## config.mk

```make
export PLATFORM = sky130hd
export DESIGN_NAME = rf_scoreboard_flat
export DESIGN_NICKNAME = d
export VERILOG_FILES = /design/src/rtl/rf_scoreboard_if.sv /design/src/rtl/rf_scoreboard.sv /design/src/flat_wrapper.sv
export SDC_FILE = /design/constraint.sdc
export NUM_CORES = 2
export LEC_CHECK = 0
export BUFFER_PORTS_ARGS = -buffer_cell sky130_fd_sc_hd__buf_2
export CAP_MARGIN = 20
export CORE_UTILIZATION = 50
export DETAILED_ROUTE_END_ITERATION = 6
export GPL_TIMING_DRIVEN = 0
export PLACE_DENSITY = 0.66
export SLEW_MARGIN = 30
export SYNTH_ARGS = -nofsm -noshare
export SYNTH_HDL_FRONTEND = slang
export SYNTH_SLANG_ARGS = --single-unit
```

## constraint.sdc

```tcl
create_clock -name clk -period 5.4 [get_ports clk]
set_input_delay 1.08 -clock clk [delete_from_list [all_inputs] [get_ports clk]]
set_output_delay 1.08 -clock clk [all_outputs]
set_load 0.005 [all_outputs]
```

## src/rtl/rf_scoreboard_if.sv

```systemverilog
// rtl/rf_scoreboard_if.sv - decode/writeback bundle for rf_scoreboard
// master: decode and writeback side (drives requests, receives read data and stall)
// slave : rf_scoreboard (receives requests, drives read data and stall)
//   i_rf_wr, i_wr_addr, i_wb_data          writeback write port
//   i_rd_en, i_rs1_addr, i_rs2_addr        decode read request
//   o_rs1_data, o_rs2_data, o_rd_valid     registered read response
//   i_issue, i_issue_rd                    decode issue of a destination register
//   o_stall                                combinational hazard flag
interface rf_scoreboard_if #(
  parameter int XLEN = 32,
  parameter int NREG = 32
);
  localparam int AW = $clog2(NREG);

  logic            i_rf_wr;
  logic [AW-1:0]   i_wr_addr;
  logic [XLEN-1:0] i_wb_data;
  logic            i_rd_en;
  logic [AW-1:0]   i_rs1_addr;
  logic [AW-1:0]   i_rs2_addr;
  logic [XLEN-1:0] o_rs1_data;
  logic [XLEN-1:0] o_rs2_data;
  logic            o_rd_valid;
  logic            i_issue;
  logic [AW-1:0]   i_issue_rd;
  logic            o_stall;

  modport master (
    output i_rf_wr, i_wr_addr, i_wb_data,
    output i_rd_en, i_rs1_addr, i_rs2_addr,
    output i_issue, i_issue_rd,
    input  o_rs1_data, o_rs2_data, o_rd_valid, o_stall
  );

  modport slave (
    input  i_rf_wr, i_wr_addr, i_wb_data,
    input  i_rd_en, i_rs1_addr, i_rs2_addr,
    input  i_issue, i_issue_rd,
    output o_rs1_data, o_rs2_data, o_rd_valid, o_stall
  );
endinterface

```

## src/rtl/rf_scoreboard.sv

```systemverilog
// rtl/rf_scoreboard.sv - register file with busy-bit scoreboard for RAW/WAW stalls
// Ports:
//   clk  single clock, rising edge
//   rst  synchronous active-high reset
//   bus  rf_scoreboard_if.slave (write, read, issue, stall signals)
// Optional feature macro: RF_BYPASS_EN (same-edge write-to-read bypass and
// early busy release in the stall term).
module rf_scoreboard #(
  parameter int XLEN = 32,
  parameter int NREG = 32
) (
  input logic            clk,
  input logic            rst,
  rf_scoreboard_if.slave bus
);
  localparam int AW = $clog2(NREG);

  logic [XLEN-1:0] regs [NREG];
  logic [NREG-1:0] busy;
  logic [NREG-1:0] clr_mask;
  logic [NREG-1:0] busy_eff;
  logic [NREG-1:0] busy_nxt;
  logic            wr_hit;
  logic            stall_c;
  logic            set_hit;
  logic [XLEN-1:0] rd1_val;
  logic [XLEN-1:0] rd2_val;

  // Writes to x0 are dropped; they neither store data nor clear busy.
  assign wr_hit = bus.i_rf_wr && (bus.i_wr_addr != '0);

  always_comb begin
    clr_mask = '0;
    if (wr_hit) clr_mask[bus.i_wr_addr] = 1'b1;
  end

`ifdef RF_BYPASS_EN
  // A register retiring this cycle no longer blocks decode.
  assign busy_eff = busy & ~clr_mask;
  assign rd1_val  = (wr_hit && (bus.i_wr_addr == bus.i_rs1_addr)) ? bus.i_wb_data : regs[bus.i_rs1_addr];
  assign rd2_val  = (wr_hit && (bus.i_wr_addr == bus.i_rs2_addr)) ? bus.i_wb_data : regs[bus.i_rs2_addr];
`else
  assign busy_eff = busy;
  assign rd1_val  = regs[bus.i_rs1_addr];
  assign rd2_val  = regs[bus.i_rs2_addr];
`endif

  assign stall_c = !rst &&
                   ((bus.i_rd_en && (busy_eff[bus.i_rs1_addr] || busy_eff[bus.i_rs2_addr])) ||
                    (bus.i_issue && busy_eff[bus.i_issue_rd]));
  assign bus.o_stall = stall_c;

  // A stalled issue never claims its destination.
  assign set_hit = bus.i_issue && (bus.i_issue_rd != '0) && !stall_c;

  // Clear is applied before set so a same-register set/clear leaves busy at 1.
  always_comb begin
    busy_nxt = busy & ~clr_mask;
    if (set_hit) busy_nxt[bus.i_issue_rd] = 1'b1;
    busy_nxt[0] = 1'b0;
  end

  always_ff @(posedge clk) begin
    if (rst) begin
      for (int i = 0; i < NREG; i++) regs[i] <= '0;
      busy           <= '0;
      bus.o_rs1_data <= '0;
      bus.o_rs2_data <= '0;
      bus.o_rd_valid <= 1'b0;
    end else begin
      if (wr_hit) regs[bus.i_wr_addr] <= bus.i_wb_data;
      busy           <= busy_nxt;
      bus.o_rd_valid <= bus.i_rd_en;
      if (bus.i_rd_en) begin
        bus.o_rs1_data <= rd1_val;
        bus.o_rs2_data <= rd2_val;
      end
    end
  end

  // Address width is fixed by the interface; keep it tied to NREG here too.
  logic [AW-1:0] unused_aw;
  assign unused_aw = '0;
endmodule

```

## src/flat_wrapper.sv

```systemverilog
// flat-port wrapper written by rule: the top's interface ports become plain ports
module rf_scoreboard_flat 
#(
  parameter int XLEN = 32,
  parameter int NREG = 32
)
  (clk, rst, bus_i_rf_wr, bus_i_wr_addr, bus_i_wb_data, bus_i_rd_en, bus_i_rs1_addr, bus_i_rs2_addr, bus_i_issue, bus_i_issue_rd, bus_o_rs1_data, bus_o_rs2_data, bus_o_rd_valid, bus_o_stall);
  rf_scoreboard_if #(.XLEN(XLEN), .NREG(NREG)) bus_i ();
  input logic clk;
  input logic rst;
  input wire logic [$bits(bus_i.i_rf_wr)-1:0] bus_i_rf_wr;
  input wire logic [$bits(bus_i.i_wr_addr)-1:0] bus_i_wr_addr;
  input wire logic [$bits(bus_i.i_wb_data)-1:0] bus_i_wb_data;
  input wire logic [$bits(bus_i.i_rd_en)-1:0] bus_i_rd_en;
  input wire logic [$bits(bus_i.i_rs1_addr)-1:0] bus_i_rs1_addr;
  input wire logic [$bits(bus_i.i_rs2_addr)-1:0] bus_i_rs2_addr;
  input wire logic [$bits(bus_i.i_issue)-1:0] bus_i_issue;
  input wire logic [$bits(bus_i.i_issue_rd)-1:0] bus_i_issue_rd;
  output wire logic [$bits(bus_i.o_rs1_data)-1:0] bus_o_rs1_data;
  output wire logic [$bits(bus_i.o_rs2_data)-1:0] bus_o_rs2_data;
  output wire logic [$bits(bus_i.o_rd_valid)-1:0] bus_o_rd_valid;
  output wire logic [$bits(bus_i.o_stall)-1:0] bus_o_stall;
  assign bus_i.i_rf_wr = bus_i_rf_wr;
  assign bus_i.i_wr_addr = bus_i_wr_addr;
  assign bus_i.i_wb_data = bus_i_wb_data;
  assign bus_i.i_rd_en = bus_i_rd_en;
  assign bus_i.i_rs1_addr = bus_i_rs1_addr;
  assign bus_i.i_rs2_addr = bus_i_rs2_addr;
  assign bus_i.i_issue = bus_i_issue;
  assign bus_i.i_issue_rd = bus_i_issue_rd;
  assign bus_o_rs1_data = bus_i.o_rs1_data;
  assign bus_o_rs2_data = bus_i.o_rs2_data;
  assign bus_o_rd_valid = bus_i.o_rd_valid;
  assign bus_o_stall = bus_i.o_stall;
  rf_scoreboard #(.XLEN(XLEN), .NREG(NREG)) u_core (.clk(clk), .rst(rst), .bus(bus_i));
endmodule
```

==> metrics.txt <==
outcome=complete, but fails checks; failing checks=DRC; final worst slack=0.413 ns; number of distinct library cells after synthesis=44; DPL Wire Length=147000 um; data arrival time of the worst path=slightly below 4 ns; Critical Path Source=bus_i_rs1_addr[1]; reg-to-reg startpoint=u_core.busy[1]; layout cells sized above 1=28.6%; post_cts resized=0; Synth top area share=53.4%; CTS Root Cell=clkbuf_16; grt total ovfl=0; layout net count=approximately 4k; crit end category=output port; Commonest cells post-synth=1024 x edfxtp_1, 994 x and2_1, 653 x mux4_2; post-place instance area=0.0613 mm^2; Primary FF master, synth=edfxtp_1; max cap viols=0; final non-filler cell area=0.0654 mm^2; initial antenna violation count=16; final cycle utilization of the critical path=92.4%; CP required=4.32 ns; Vias/cell=6.87; Iter 0 DRT Violations=6293; # IOs=123; first-pass GRT wire length=between 200000 and 300000 um; VDD IR-drop max=between 200 and 300 uV; RSZ-0062 raised after global routing=no; leading post-synthesis cells by cell area=edfxtp_1 53%, mux4_2 26%, and2_1 11%, dfxtp_1 3.3%, clkbuf_1 1.9%; worst rel slew slack=20.6%; Die X=about 340 um; Die ar.=0.117 mm^2; Worst-Margin Slew=approximately 1.2 ns; slowest CP cell=clkbuf_1; Leakage=22.3 nW; Cells after Synth=3628; Hold Crit Class=flip-flop to flip-flop; final setup violation count=0; reg-to-reg critical path endpoint=u_core.busy[3]; Initial Utilization=between 50% and 60%; clock skew=0.0226 ns; largest net degree at the start of global routing=30; pwr dens=328 mW/mm^2; most frequent cell after synthesis=edfxtp_1; cts hold-fix bufs=0; Register-to-Register Path Depth=6; Min Clock Period, post-route=4.99 ns; Critical Path Max Stage Delay=0.80 ns; Slew Viols, Final=0; WL final=211000 um; Die Y-Extent=341 um; drc violations=63; First-pass DRT Iterations=7; CP Class=primary input to output port; Layout area overhead=13.4%; Final Hold Fails=0; leading area contributor after synthesis=edfxtp_1; maximum fanout along the worst path=10; FF+latch count, synth=1120; Critical Path, Cell by Cell=clkbuf_1, clkbuf_1, buf_2, nand3b_1, nor2_1, nor4_2, o211ai_1, buf_2; Fmax=201 MHz; Clock Path Buffers=3; Final ANT Viol Nets=0; Worst-path clk slew=0.06 ns; Synth Cell Area=between 0.05 and 0.06 mm^2; Final Power=21.4 mW; total track usage=36.1%; end point of the critical path=bus_o_stall; synthesized area per cell=roughly 16 um^2; vias after detailed routing=between 30k and 40k; insertion delay to the later sink of the worst-skew pair=between 0.7 and 0.8 ns; GPL Wtd Cong=0.943; mean routed wirelength per cell=roughly 38 um; yosys synthesis warning count=0; sequential share of the synthesized area=a little under three fifths; Post-synth EDFFs=1024; Reg2Reg Setup Slack=2.71 ns; Async S/R FF share, synth=0%; CTS sink count=1120; Core Area=0.114 mm^2; fin cells=5557; pre-CTS setup slack=0.470 ns; Placed Cells=5323; TritonCTS Buffers=120; CTS tree=yes; buffers added on ports=between 100 and 150; final setup TNS=0 ns; Post-CTS Setup Bufs=0; CTS H-Tree Depth=3; cell row count=124; vias in the first global route=37.3k; Startpoint Class=primary input
==> how the worst min path moves through the flow <==
stage | start | to | slack (ns) | cells after the start
floorplan | u_core.busy[19] | u_core.busy[19] | 0.47 | 2
global placement | u_core.bus.o_rs2_data[28] | u_core.bus.o_rs2_data[28] | 0.46 | 2
detailed placement | u_core.bus.o_rs2_data[12] | u_core.bus.o_rs2_data[12] | 0.46 | 2
CTS | u_core.bus.o_rs2_data[12] | u_core.bus.o_rs2_data[12] | 0.47 | 2
global route | u_core.bus.o_rs2_data[12] | u_core.bus.o_rs2_data[12] | 0.49 | 2
finish | u_core.bus.o_rs2_data[13] | u_core.bus.o_rs2_data[13] | 0.47 | 2
==> critical path: cells and delay by family <==
kind / cells / cell delay [ns]
compound gates: 1 / 0.12
buf+inv: 4 / 2.22
simple gates: 3 / 0.46
==> layout make-up <==
| class | instances | area [um^2] |
|---|---|---|
| fillers | 8820 | 49000 |
| diodes | 7 | 17.5 |
| inverters | 35 | 131 |
| clock buffers | 170 | 3490 |
| plain buffers | 383 | 1610 |
| multi-input cells | 2121 | 23700 |
| flip-flops and latches | 1120 | 32700 |
| repair buffers | 152 | 1320 |
| clock inverters | 57 | 593 |
| well taps | 1512 | 1890 |
==> sequential cells by signal, summed over array words and instances (netlist names) <==
signal	count
u_core.regs	1024
u_core.bus.o_rd_valid	1
u_core.bus.o_rs2_data	32
u_core.bus.o_rs1_data	32
u_core.busy	31
==> through the flow <==
stage,hold WS [ns],utilization [%]
floorplan,0.467,-
CTS,0.474,57.1
finish,0.471,57.2
global placement,0.461,52.6
global route,0.489,57.2
detailed placement,0.462,53.6
==> layer usage <==
metal  GRT usage [%]  up-vias  part of all wire (%)
li1                -    14600                     -
met1            46.7    19700                    35
met2            54.6     3149                    45
met3            12.0      660                    14
met4            18.5        4                   5.8
met5               0        -                 0.013
==> cells by family (layout without fill, tap and decap cells) <==
family,Yosys count,in the layout,share of synthesized area [%]
AND/OR/NAND/NOR,1301,1301,13.2
flip-flops,1120,1120,56.7
multiplexers,669,669,25.8
buffers and inverters,418,797,2.89
AO/OA/AOI/OAI,119,119,1.36
other,1,39,0.00651
==> power by group <==
group | switching, mW | total (mW) | internal [mW]
combinational | 1.49 | 2.60 | 1.12
clock | 3.58 | 8.64 | 5.06
sequential | 0.248 | 10.2 | 9.95
==> placed cells by master (no fill, tap or decap), drive strengths merged, types with 5 or more instances in the layout <==
cell type,count
nand3b,7
o22ai,98
nand2b,7
mux4,653
inv,36
mux2,5
mux2i,11
nand4,5
buf,244
nor2,106
nand2,81
bufinv,12
nor3,67
and2,994
clkbuf,461
diode,7
nor2b,6
edfxtp,1024
clkinv,41
conb,32
or3b,5
dfxtp,96
Power figures use the tool's default switching activity.
